[src/rtl/program_counter_pkg.sv]
// program_counter_pkg
// Shared constants and types for the instruction-address register.
//   PC_ADDR_W        default address width (12)
//   PC_RESET_VECTOR  default reset address (12'h000)
//   pc_addr_t        address type at the default width
//   pc_op_e          decoded next-PC operation
package program_counter_pkg;

  localparam int unsigned PC_ADDR_W = 12;
  localparam logic [PC_ADDR_W-1:0] PC_RESET_VECTOR = 12'h000;

  typedef logic [PC_ADDR_W-1:0] pc_addr_t;

  typedef enum logic [1:0] {
    PC_HOLD,
    PC_INC,
    PC_LOAD
  } pc_op_e;

endpackage

[src/rtl/pc_next_mux.sv]
// pc_next_mux
// Purely combinational next-PC selection with load-over-increment priority.
// Optional feature macro: PC_WRAP_FLAG_EN (adds wrap_o).
// Ports:
//   pc_i       current PC
//   load_i     load request
//   inc_i      increment request
//   addr_i     load target (only routed when load_i=1)
//   pc_next_o  next PC value
//   wrap_o     increment is taking the PC from all-ones to zero (PC_WRAP_FLAG_EN only)
module pc_next_mux
  import program_counter_pkg::*;
#(
  parameter int unsigned ADDR_W = PC_ADDR_W
) (
  input  logic [ADDR_W-1:0] pc_i,
  input  logic              load_i,
  input  logic              inc_i,
  input  logic [ADDR_W-1:0] addr_i,
  output logic [ADDR_W-1:0] pc_next_o
`ifdef PC_WRAP_FLAG_EN
  ,
  output logic              wrap_o
`endif
);

  pc_op_e op;

  always_comb begin
    op = PC_HOLD;
    if (load_i) begin
      op = PC_LOAD;
    end else if (inc_i) begin
      op = PC_INC;
    end
  end

  // addr_i is only selected on the load arm, so an undriven target cannot
  // leak into the PC while no load is requested.
  always_comb begin
    pc_next_o = pc_i;
    unique case (op)
      PC_LOAD: pc_next_o = addr_i;
      PC_INC:  pc_next_o = pc_i + ADDR_W'(1);
      default: pc_next_o = pc_i;
    endcase
  end

`ifdef PC_WRAP_FLAG_EN
  always_comb begin
    wrap_o = (op == PC_INC) && (pc_i == '1);
  end
`endif

endmodule

[src/rtl/program_counter.sv]
// program_counter
// Instruction-address register: loads, increments (mod 2^ADDR_W) or holds
// on each rising edge; asynchronous active-high reset to RESET_VECTOR.
// Optional feature macro: PC_WRAP_FLAG_EN (adds the pc_wrap pulse output).
// Ports:
//   clk         system clock
//   rst         asynchronous active-high reset
//   pc_load     load request (wins over pc_inc)
//   pc_inc      increment request
//   pc_address  load target
//   pc_out      registered current PC
//   pc_wrap     registered one-cycle pulse after an all-ones -> zero increment
//               (PC_WRAP_FLAG_EN only)
module program_counter
  import program_counter_pkg::*;
#(
  parameter int unsigned          ADDR_W       = PC_ADDR_W,
  parameter logic [ADDR_W-1:0]    RESET_VECTOR = PC_RESET_VECTOR
) (
  input  logic              clk,
  input  logic              rst,
  input  logic              pc_load,
  input  logic              pc_inc,
  input  logic [ADDR_W-1:0] pc_address,
  output logic [ADDR_W-1:0] pc_out
`ifdef PC_WRAP_FLAG_EN
  ,
  output logic              pc_wrap
`endif
);

  logic [ADDR_W-1:0] pc_q;
  logic [ADDR_W-1:0] pc_d;

`ifdef PC_WRAP_FLAG_EN
  logic wrap_q;
  logic wrap_d;
`endif

  pc_next_mux #(
    .ADDR_W (ADDR_W)
  ) u_next (
    .pc_i      (pc_q),
    .load_i    (pc_load),
    .inc_i     (pc_inc),
    .addr_i    (pc_address),
    .pc_next_o (pc_d)
`ifdef PC_WRAP_FLAG_EN
    ,
    .wrap_o    (wrap_d)
`endif
  );

  always_ff @(posedge clk or posedge rst) begin
    if (rst) begin
      pc_q <= RESET_VECTOR;
    end else begin
      pc_q <= pc_d;
    end
  end

  assign pc_out = pc_q;

`ifdef PC_WRAP_FLAG_EN
  always_ff @(posedge clk or posedge rst) begin
    if (rst) begin
      wrap_q <= 1'b0;
    end else begin
      wrap_q <= wrap_d;
    end
  end

  assign pc_wrap = wrap_q;
`endif

endmodule

[config.mk]
export PLATFORM = sky130hd
export DESIGN_NAME = program_counter
export DESIGN_NICKNAME = d
export VERILOG_FILES = /design/src/rtl/program_counter_pkg.sv /design/src/rtl/pc_next_mux.sv /design/src/rtl/program_counter.sv
export SDC_FILE = /design/constraint.sdc
export NUM_CORES = 1
export LEC_CHECK = 0
export ABC_AREA = 1
export ABC_CLOCK_PERIOD_IN_PS = 1200
export CAP_MARGIN = 20
export CORE_UTILIZATION = 39
export DETAILED_ROUTE_END_ITERATION = 8
export PLACE_DENSITY = 0.77
export SYNTH_ARGS = -nofsm -noshare
export SYNTH_HDL_FRONTEND = slang
export SYNTH_HIERARCHICAL = 1
export SYNTH_SLANG_ARGS = --single-unit
[constraint.sdc]
create_clock -name clk -period 1.2 [get_ports clk]
set_input_delay 0.18 -clock clk [delete_from_list [all_inputs] [get_ports clk]]
set_output_delay 0.18 -clock clk [all_outputs]
set_load 0.02 [all_outputs]
==> results of run 1 <==
## per-stage QoR
stage / util (%) / worst slack, ns / hold WS, ns
global route: 67.08 / -0.07810 / 0.2242
detailed placement: 65.56 / -0.1594 / 0.4937
finish: 67.08 / -0.001018 / 0.1813
global placement: 65.56 / -0.1294 / 0.4858
CTS: 66.46 / 0.001878 / 0.1895
floorplan: - / 0.01766 / 0.04456
## worst reg2reg max path: stages (launching register included)
cell and delay, ns:
sky130_fd_sc_hd__dfrtp_2 0.42, sky130_fd_sc_hd__buf_4 0.13, sky130_fd_sc_hd__nand2_1 0.07, sky130_fd_sc_hd__nor2_4 0.18, sky130_fd_sc_hd__nand4_1 0.13, sky130_fd_sc_hd__nand3_1 0.09, sky130_fd_sc_hd__nand2_1 0.05
## cell usage after synthesis (all sizes together)
| library cell | instances | area share (%) |
|---|---|---|
| a21oi | 3 | 1.9 |
| inv | 13 | 6.6 |
| nand2 | 31 | 16 |
| xor2 | 1 | 1.1 |
| nor3 | 1 | 0.64 |
| nand4 | 2 | 1.6 |
| nor2 | 11 | 9.2 |
| o211ai | 1 | 0.97 |
| dfrtp | 12 | 39 |
| nand3 | 15 | 9.7 |
| o21ai | 4 | 3.1 |
| ha | 1 | 1.6 |
| buf | 1 | 0.97 |
| a22oi | 7 | 6.8 |
| o21bai | 1 | 0.97 |
## layout make-up
| type | instances | area [um^2] |
|---|---|---|
| well taps | 25 | 31.28 |
| repair buffers | 42 | 349.1 |
| clock buffers | 4 | 26.28 |
| flip-flops and latches | 12 | 302.8 |
| fillers | 150 | 593.1 |
| inverters | 13 | 51.30 |
| multi-input cells | 78 | 447.9 |
## layer usage
metal	global-route usage [%]	up-vias	routed length (um)
met4	10.29	0	19
met2	31.94	32	976
met5	0	-	0
met1	28.71	394	938
met3	2.353	2	140
li1	-	439	-
## kinds of logic after synthesis
| kind of cell | count (synthesis) | synth area share [%] |
|---|---|---|
| flip-flops | 12 | 38.65 |
| adder cells (fa/ha/maj) | 1 | 1.610 |
| AO/OA/AOI/OAI | 16 | 13.69 |
| XOR/XNOR | 1 | 1.127 |
| buffers and inverters | 14 | 7.570 |
| AND/OR/NAND/NOR | 60 | 37.36 |
## how the worst min path moves through the flow
| stage | start | to | slack (ns) | depth (start not counted) |
|---|---|---|---|---|
| 6_report | rst | pc_out[2] | 0.18 | 3 |
| 5_1_grt | rst | pc_out[2] | 0.22 | 3 |
| 4_1_cts | rst | pc_out[2] | 0.19 | 3 |
| 3_5_place_dp | rst | pc_out[9] | 0.49 | 3 |
| 3_3_place_gp | rst | pc_out[9] | 0.49 | 3 |
| 2_1_floorplan | rst | pc_out[10] | 0.04 | 1 |
## power by group
part / internal [uW] / switching (uW)
sequential: 450 / 37.3
clock: 129 / 143
combinational: 204 / 245
total: 782 / 425
## what timing repair did
action / 4_1_cts / 5_1_grt
buffers inserted: 0 / 1
endpoints found under the setup margin: 12 / 11
pin swaps: 0 / 9
resized for setup: 16 / 12
==> parameters.txt, run 1 <==
Parameter                              Value

Synthesis
  Unique masters post-synth    21
  Flop and latch count out of synthesis    12
  Number of standard cells after synthesis    104
  Sequential-to-total area share from yosys stat    between 30% and 40%
  Cell area after synthesis    about 780 um^2
  Post-synthesis average cell area    around 7.5 um^2
  Synth Warn #    6
  Net count after synthesis    121

Worst setup path
  Crit Path Category    reg2reg
  Stages on the worst setup path    6
  Slack of the worst reg-to-reg path    -0.001 ns
  Slowest cell on the critical path    sky130_fd_sc_hd__dfrtp_2
  Critical register-to-register path startpoint    pc_out[1]
  CP max stage delay    about 0.42 ns
  Family of cells with the greatest summed delay on the critical path    simple AND/OR/NAND/NOR gates
  CP dominant cell by count    sky130_fd_sc_hd__nand2_1
  Critical path endpoint    pc_out[11]
  Worst Path Required    between 1 and 1.5 ns
  Buffers and inverters on the worst path    1
  Reg-to-reg endpoint    pc_out[11]
  Critical Path AT    1.36 ns
  Crit path max fanout    6
  Cells on worst reg2reg path    6
  Critical path capture point type    register
  Critical Path Start    pc_out[1]
  Crit start category    register
  CP Cell Sequence    buf_4 > nand2_1 > nor2_4 > nand4_1 > nand3_1 > nand2_1

Detailed routing
  DRT Pass-1 Iters    4
  Via-to-Cell Ratio    about 5
  DR vias    between 800 and 900
  Wire length per cell after detailed routing    ~12 um
  Number of antenna-violating nets in the routed design    0
  DRC marker count from the first detailed-route iteration    27
  Final routed DRC violation total    0
  Total wire length after detailed routing    2075 um

Timing
  Least-Margin Pin Slew    0.2446 ns
  Max_slew headroom    83.63%
  Final critical-path required period    approximately 1.2 ns
  Share of the clock period used by the worst path    100.1%
  Clock Skew    slightly above 0.01 ns
  Max-slew violations    0
  Max Clock Freq    approximately 0.83 GHz
  Final setup fails    1
  Post-route setup slack    -0.001018 ns
  Final Hold Violating Endpoints    0
  Unrepaired setup endpoints after global routing    yes
  Setup TNS after final layout    -0.001018 ns

GRT
  Congestion Overflow GR    0
  Vias in the first global route    around 740
  GRT Total Usage    20.84%
  Wire length of the first global-routing pass    3153 um
  Antenna violations before repair    0
  Maximum number of pins on one net before global-route repair    13

Flow run
  Max Cap Violations    0

Power
  Leakage    between 0.0005 and 0.0006 uW
  Areal power density over the cells    about 1000 mW/mm^2
  Worst IR Drop VDD    about 0.51 mV
  Sum of internal, switching and leakage power    1207 uW

Clock network
  Max Buffers Root-to-Sink    2
  Cts bufs inserted    3
  Deepest level of the CTS H-tree    1
  Post-CTS Hold Fix Bufs    0
  Clock transition at path regs    0.09 ns
  CTS sink count    12
  TritonCTS clock tree    done
  Root Driver    sky130_fd_sc_hd__clkbuf_4
  Clock network latency to the later pin of the worst-skew pair    approximately 0.27 ns

Placement
  Cell area after placement    0.001181 mm^2
  Count of buffers inserted at the top-level ports    27
  Total half-perimeter wirelength after legalization and detailed placement    between 1000 and 1500 um
  Count of placed standard cells including taps    between 150 and 200
  Weighted congestion reported at the end of routability-driven placement    roughly 0.84

Die
  Y dimension of the die    roughly 47 um
  Starting Density    about 43%
  Total die area    0.002175 mm^2
  Placeable core region    about 0.0018 mm^2
  Std cell rows    15
  Horiz. Die Dim    between 40 and 50 um
  I/O pin total    28

Final layout
  Most frequent cells in the layout    27 x sky130_fd_sc_hd__nand2_1, 15 x sky130_fd_sc_hd__clkdlybuf4s50_1, 15 x sky130_fd_sc_hd__buf_4, 13 x sky130_fd_sc_hd__nand3_1
  Number of antenna diodes    0
  Post-synthesis to final-layout area growth    55.56%
  Share of layout cells above drive strength 1    ~28%
  Most common cell after layout, fill and taps aside    sky130_fd_sc_hd__nand2_1
  Final nets    approximately 170
  Max reg flops    12
  Area of all placed cells without fillers    0.001209 mm^2
  Number of standard cells in the final layout excluding fillers    between 150 and 200

Outcome
  Violations in the final reports    negative setup slack
  Run status    complete, but fails checks

Hold path
  Worst hold-check path type    in2async
No activity file was read; power rests on OpenSTA's default activity.
==> run 2, diff against run 1 <==
CORE_ASPECT_RATIO = 1.5   (was unset)
SETUP_SLACK_MARGIN = 0.1   (was unset)
==> run 2 against run 1 <==
The run now ends clean. Global-route usage is 0.46 points higher. Flip-flop and latch count did not move. Die area is 0.17% higher. First-iteration DRC count is 30% lower. Via count is 4.2% higher. Critical path depth grew 1. Cell count decreased by 1.7%. Hold slack worse by 0.014 ns. Worst setup slack better by 0.020 ns. Sequential share of layout area decreased by 0.13 points. Register-to-register slack better by 0.02 ns. Clock power grew 24%. Largest cell class unchanged. Largest power group unchanged.
==> parameters.txt, run 2 (synthesized netlist as in run 1, its figures left out) <==
Parameter                              Value

Outcome
  Run status    completed

Die
  Starting Density    41.90% (-1.2 points)
  Total die area    0.002178 mm^2 (+0.17%)
  Horiz. Die Dim    38.45 um (-18%)
  Y dimension of the die    56.67 um (+22%)
  Placeable core region    0.001854 mm^2 (+2.9%)
  I/O pin total    28 (unchanged)
  Std cell rows    19 (+4)

Final layout
  Post-synthesis to final-layout area growth    58.94%
  Number of antenna diodes    0 (unchanged)
  Final nets    168 (+0.60%)
  Share of layout cells above drive strength 1    40.67% (+13 points)
  Most common cell after layout, fill and taps aside    sky130_fd_sc_hd__nand2_1
  Most frequent cells in the layout    25 x sky130_fd_sc_hd__nand2_1, 16 x sky130_fd_sc_hd__buf_4, 15 x sky130_fd_sc_hd__clkdlybuf4s50_1, 13 x sky130_fd_sc_hd__nand3_1, 11 x sky130_fd_sc_hd__buf_2
  Area of all placed cells without fillers    0.001235 mm^2 (+2.2%)
  Max reg flops    12 (unchanged)

Clock network
  TritonCTS clock tree    done
  CTS sink count    12 (unchanged)
  Clock transition at path regs    0.08 ns (about the same)
  Max Buffers Root-to-Sink    2 (unchanged)
  Clock network latency to the later pin of the worst-skew pair    0.28 ns (about the same)
  Deepest level of the CTS H-tree    1 (unchanged)
  Cts bufs inserted    3 (unchanged)
  Post-CTS Hold Fix Bufs    0 (unchanged)
  Root Driver    sky130_fd_sc_hd__clkbuf_4

Timing
  Final critical-path required period    1.181 ns (-0.01977 ns)
  Unrepaired setup endpoints after global routing    yes
  Setup TNS after final layout    0 ns (+0.001018 ns)
  Final Hold Violating Endpoints    0 (unchanged)
  Share of the clock period used by the worst path    98.44% (-1.6 points)
  Post-route setup slack    0.01875 ns (+0.01977 ns)
  Clock Skew    0.007202 ns (-0.002961 ns)
  Final setup fails    0 (-1)
  Max-slew violations    0 (unchanged)
  Max Clock Freq    0.8466 GHz (+1.7%)
  Final Hold Slack    0.1670 ns (-0.01427 ns)
  Least-Margin Pin Slew    0.2479 ns (+0.003327 ns)
  Max_slew headroom    83.47% (-0.16 points)

Placement
  Count of buffers inserted at the top-level ports    27 (unchanged)
  Worst slack at placement    -0.1397 ns (+0.01970 ns)
  Cell area after placement    0.001196 mm^2 (+1.3%)
  Total half-perimeter wirelength after legalization and detailed placement    1545 um (+3.7%)
  Weighted congestion reported at the end of routability-driven placement    0.7566 (-9.5%)

Worst setup path
  Crit Path Category    reg2reg
  Crit start category    register
  Crit path max fanout    6 (unchanged)
  Critical path capture point type    register
  Worst Path Required    1.37 ns (+0.02 ns)
  Critical Path AT    1.35 ns (about the same)

GRT
  Vias in the first global route    809 (+8.9%)
  Maximum number of pins on one net before global-route repair    13 (unchanged)
  Routing usage on met1    24.05% (-4.7 points)
  Met3 Use GR    2.372% (+0.019 points)
  Busiest grt layer    met2
  Met2 usage    36.56% (+4.6 points)
  GRT Total Usage    21.30% (+0.46 points)
  Antenna violations before repair    0 (unchanged)
  Wire length of the first global-routing pass    3243 um (+2.9%)
  Congestion Overflow GR    0 (unchanged)

Detailed routing
  Total wire length after detailed routing    2153 um (+3.8%)
  Wire length per cell after detailed routing    12.59 um (+5.6%)
  DRT Pass-1 Iters    4 (unchanged)
  Via-to-Cell Ratio    5.281 (+6.0%)
  Number of antenna-violating nets in the routed design    0 (unchanged)
  DRC marker count from the first detailed-route iteration    19 (-30%)
  Final routed DRC violation total    0 (unchanged)
  DR vias    903 (+4.2%)

Power
  Areal power density over the cells    1049 mW/mm^2 (+5.0%)
  Leakage    0.0005838 uW (+0.56%)
  Worst IR Drop VDD    0.6971 mV (+37%)

Flow run
  Max Cap Violations    0 (unchanged)

Hold path
  Worst hold-check path type    in2async
run 2: layout make-up:
| cell class | count | area, um^2 |
|---|---|---|
| clock buffer | 4 | 36.28 |
| fill | 160 | 619.3 |
| inverter | 13 | 51.30 |
| multi-input combinational | 78 | 476.7 |
| sequential | 12 | 307.8 |
| tap | 21 | 26.28 |
| timing repair buffer | 43 | 336.6 |
run 2: report_power, final:
group	total, uW	internal, uW	switching [uW]
clock network	335	185	150
logic	465	208	256
registers	495	453	42.7
total	1300	846	449
run 2: per-stage QoR:
step	util, %	total power (uW)	std cells
6_report	66.60	1295	171
4_1_cts	64.04	1279	170
3_3_place_gp	64.51	962.8	165
5_1_grt	66.60	1372	171
2_1_floorplan	-	731.7	104
3_5_place_dp	64.51	972.0	165
run 2: path summary, 6_finish.rpt:
check | start | to | slack (ns) | cells past startpoint
setup / recovery | pc_out[0] | pc_out[6] | 0.02 | 7
max in group asynchronous | rst | pc_out[0] | 0.86 | 3
hold reg to reg | pc_out[4] | pc_out[4] | 0.56 | 2
min in group clk | pc_address[5] | pc_out[5] | 0.46 | 3
hold / removal | rst | pc_out[9] | 0.17 | 3
setup reg to reg | pc_out[0] | pc_out[6] | 0.02 | 7
run 2: layer usage:
| metal | wire length (um) | share of wire, % | vias up |
|---|---|---|---|
| met5 | 0 | 0 | - |
| li1 | - | - | 443 |
| met3 | 108 | 5.0 | 5 |
| met2 | 1136 | 53 | 40 |
| met4 | 51 | 2.4 | 0 |
| met1 | 856 | 40 | 415 |
run 2: repair_timing:
item	4_1_cts	5_1_grt
resized for setup	52	12
setup endpoints to repair	19	11
setup buffers	1	1
gates cloned	0	0
pin swaps	2	5
run 2: worst max-delay path, cell delays in order (launching register included):
cell                      delay, ns
sky130_fd_sc_hd__dfrtp_2       0.42
sky130_fd_sc_hd__ha_4          0.16
sky130_fd_sc_hd__nand2_4       0.06
sky130_fd_sc_hd__nor2_4        0.14
sky130_fd_sc_hd__buf_4         0.14
sky130_fd_sc_hd__nand2_1       0.04
sky130_fd_sc_hd__nand2_1       0.05
sky130_fd_sc_hd__o21ai_1       0.05
==> run 3, diff against run 2 <==
CELL_PAD_IN_SITES_DETAIL_PLACEMENT = 1   (was unset)
CELL_PAD_IN_SITES_GLOBAL_PLACEMENT = 2   (was unset)
CORE_UTILIZATION = 21   (was 39)
==> run 3 against run 2 <==
Final area is 1.3% higher. Hold slack better by 0.067 ns. Clock skew is 0.0049 ns lower. Non-clock buffer count is 2 lower. Sequential share of layout area is 0.32 points lower. Critical path depth is 1 lower. Largest power group unchanged.
==> parameters.txt, run 3 (synthesized netlist as in run 1, its figures left out) <==
Parameter                              Value

Die
  Placeable core region    0.003481 mm^2 (+88%)
  Horiz. Die Dim    51.67 um (+34%)
  I/O pin total    28 (unchanged)
  Starting Density    22.32% (-20 points)
  Y dimension of the die    76.50 um (+35%)
  Std cell rows    26 (+7)
  Total die area    0.003952 mm^2 (+81%)

Final layout
  Final nets    167 (-0.60%)
  Most frequent cells in the layout    26 x sky130_fd_sc_hd__nand2_1, 15 x sky130_fd_sc_hd__clkdlybuf4s50_1, 14 x sky130_fd_sc_hd__nand3_1, 13 x sky130_fd_sc_hd__buf_4, 10 x sky130_fd_sc_hd__inv_1
  Utilization after layout    35.95% (-31 points)
  Total of fill cells in the finished design    449 (+180%)
  Most common cell after layout, fill and taps aside    sky130_fd_sc_hd__nand2_1
  Post-synthesis to final-layout area growth    61.03%
  Share of layout cells above drive strength 1    37.16% (-3.5 points)
  Max reg flops    12 (unchanged)
  Number of antenna diodes    0 (unchanged)

Timing
  Max Clock Freq    0.8452 GHz (-0.16%)
  Max_slew headroom    83.07% (-0.40 points)
  Final Hold Violating Endpoints    0 (unchanged)
  Share of the clock period used by the worst path    98.60% (+0.16 points)
  Unrepaired setup endpoints after global routing    yes
  Final setup fails    0 (unchanged)
  Least-Margin Pin Slew    0.2540 ns (+0.006059 ns)
  Final critical-path required period    1.183 ns (+0.001931 ns)
  Clock Skew    0.002346 ns (-0.004855 ns)
  Post-route setup slack    0.01682 ns (-0.001931 ns)
  Max-slew violations    0 (unchanged)

Power
  Worst IR Drop VDD    0.5042 mV (-28%)
  Seq pwr share    37.7% (-0.5 points)
  Leakage    0.0005757 uW (-1.4%)
  Internal Dissipation    877.8 uW (+3.8%)
  Areal power density over the cells    1059 mW/mm^2 (+0.96%)
  Clock network power share    27.8% (+1.9 points)
  Switching power of the nets    447.0 uW (-0.52%)
  Switching part of the total    33.74% (-0.96 points)
  Combinational group share of total power    34.5% (-1.4 points)

Worst setup path
  Crit path max fanout    7 (+1)
  Worst Path Required    1.33 ns (-0.04 ns)
  CP Cell Sequence    ha_4 > nand2_4 > nor2_4 > nand3_1 > nand3_1 > nand2_1
  Crit start category    register
  CP dominant cell by count    sky130_fd_sc_hd__nand3_1
  Critical register-to-register path startpoint    pc_out[1]
  Slowest cell on the critical path    sky130_fd_sc_hd__dfrtp_2
  Critical path capture point type    register
  CP max stage delay    0.40 ns (-0.02 ns)
  Critical Path Start    pc_out[1]
  Critical Path AT    1.31 ns (-0.04 ns)
  Crit Path Category    reg2reg

Hold path
  Worst hold-check path type    in2async

GRT
  Wire length of the first global-routing pass    4264 um (+31%)
  Antenna violations before repair    0 (unchanged)
  Congestion Overflow GR    0 (unchanged)
  GRT Total Usage    14.47% (-6.8 points)
  Maximum number of pins on one net before global-route repair    13 (unchanged)
  Vias in the first global route    914 (+13%)

Clock network
  Root Driver    sky130_fd_sc_hd__clkbuf_8
  Clock network latency to the later pin of the worst-skew pair    0.24 ns (-0.04 ns)
  Post-CTS Hold Fix Bufs    0 (unchanged)
  Clock transition at path regs    0.05 ns (-0.03 ns)
  Max Buffers Root-to-Sink    2 (unchanged)
  TritonCTS clock tree    done
  CTS sink count    12 (unchanged)
  Cts bufs inserted    3 (unchanged)
  Deepest level of the CTS H-tree    1 (unchanged)

Detailed routing
  Number of antenna-violating nets in the routed design    0 (unchanged)
  Final routed DRC violation total    0 (unchanged)
  Via-to-Cell Ratio    4.684 (-11%)
  Wire length per cell after detailed routing    14.09 um (+12%)
  DRT Pass-1 Iters    4 (unchanged)
  DR vias    890 (-1.4%)
  DRC marker count from the first detailed-route iteration    17 (-2)
  Total wire length after detailed routing    2677 um (+24%)

Placement
  Weighted congestion reported at the end of routability-driven placement    0.8317 (+9.9%)
  Count of buffers inserted at the top-level ports    27 (unchanged)
  Total half-perimeter wirelength after legalization and detailed placement    2008 um (+30%)
  Worst slack at placement    -0.1515 ns (-0.01182 ns)

Outcome
  Run status    completed

Flow run
  Max Cap Violations    0 (unchanged)
## run 3: per-layer routing
metal  global-route usage, %  vias up  share of wire [%]
li1                        -      439                  -
met4                   4.865        0                1.2
met5                       0        -                  0
met1                   17.16      426                 40
met3                   1.796        5                3.2
met2                   25.71       20                 55
## run 3: repair_timing
item                                    CTS  global route
gates cloned                              0             1
pin swaps                                 4             1
endpoints found under the setup margin   21            17
setup buffers                             1             0
gates resized for setup                  41             8
## run 3: layout make-up
cell class / count / area [um^2] / share of cell area, %
Multi-Input combinational cell: 79 / 465.4 / 37.20
Sequential cell: 12 / 307.8 / 24.60
Inverter: 13 / 51.30 / 4.100
Clock buffer: 3 / 41.29 / 3.300
Timing Repair Buffer: 41 / 332.8 / 26.60
Tap cell: 42 / 52.55 / 4.200
## run 3: metrics by stage
step | TNS (ns) | instance area (um^2) | cells | hold slack (ns) | power, uW
floorplan | 0 | 802.0 | 104 | 0.04429 | 731.7
global placement | -1.148 | 1227 | 185 | 0.4908 | 980.8
detailed placement | -1.122 | 1227 | 185 | 0.4981 | 992.3
CTS | 0 | 1259 | 189 | 0.2373 | 1355
global route | -0.2363 | 1251 | 190 | 0.2648 | 1403
finish | 0 | 1251 | 190 | 0.2335 | 1325
## run 3: power by group through the flow
stage,logic (uW),registers [uW],clock network (uW)
2_1_floorplan,164,567,0
3_3_place_gp,475,506,0
3_5_place_dp,485,508,0
4_1_cts,465,500,390
5_1_grt,498,507,398
6_report,457,499,368
## run 3: path summary, 6_finish.rpt
path,endpoint,slack (ns),depth (start not counted)
worst min register to register,pc_out[4],0.54,2
worst max register to register,pc_out[8],0.02,6
worst min-delay path,pc_out[9],0.23,3
max in group asynchronous,pc_out[4],0.79,3
worst max-delay path,pc_out[8],0.02,6
min in group clk,pc_out[4],0.53,3
## run 3: critical path: cells and delay by family, from the launching register on
family / cells / cell delay (ns)
simple gates: 5 / 0.50
flops: 1 / 0.40
fa+ha+maj: 1 / 0.16
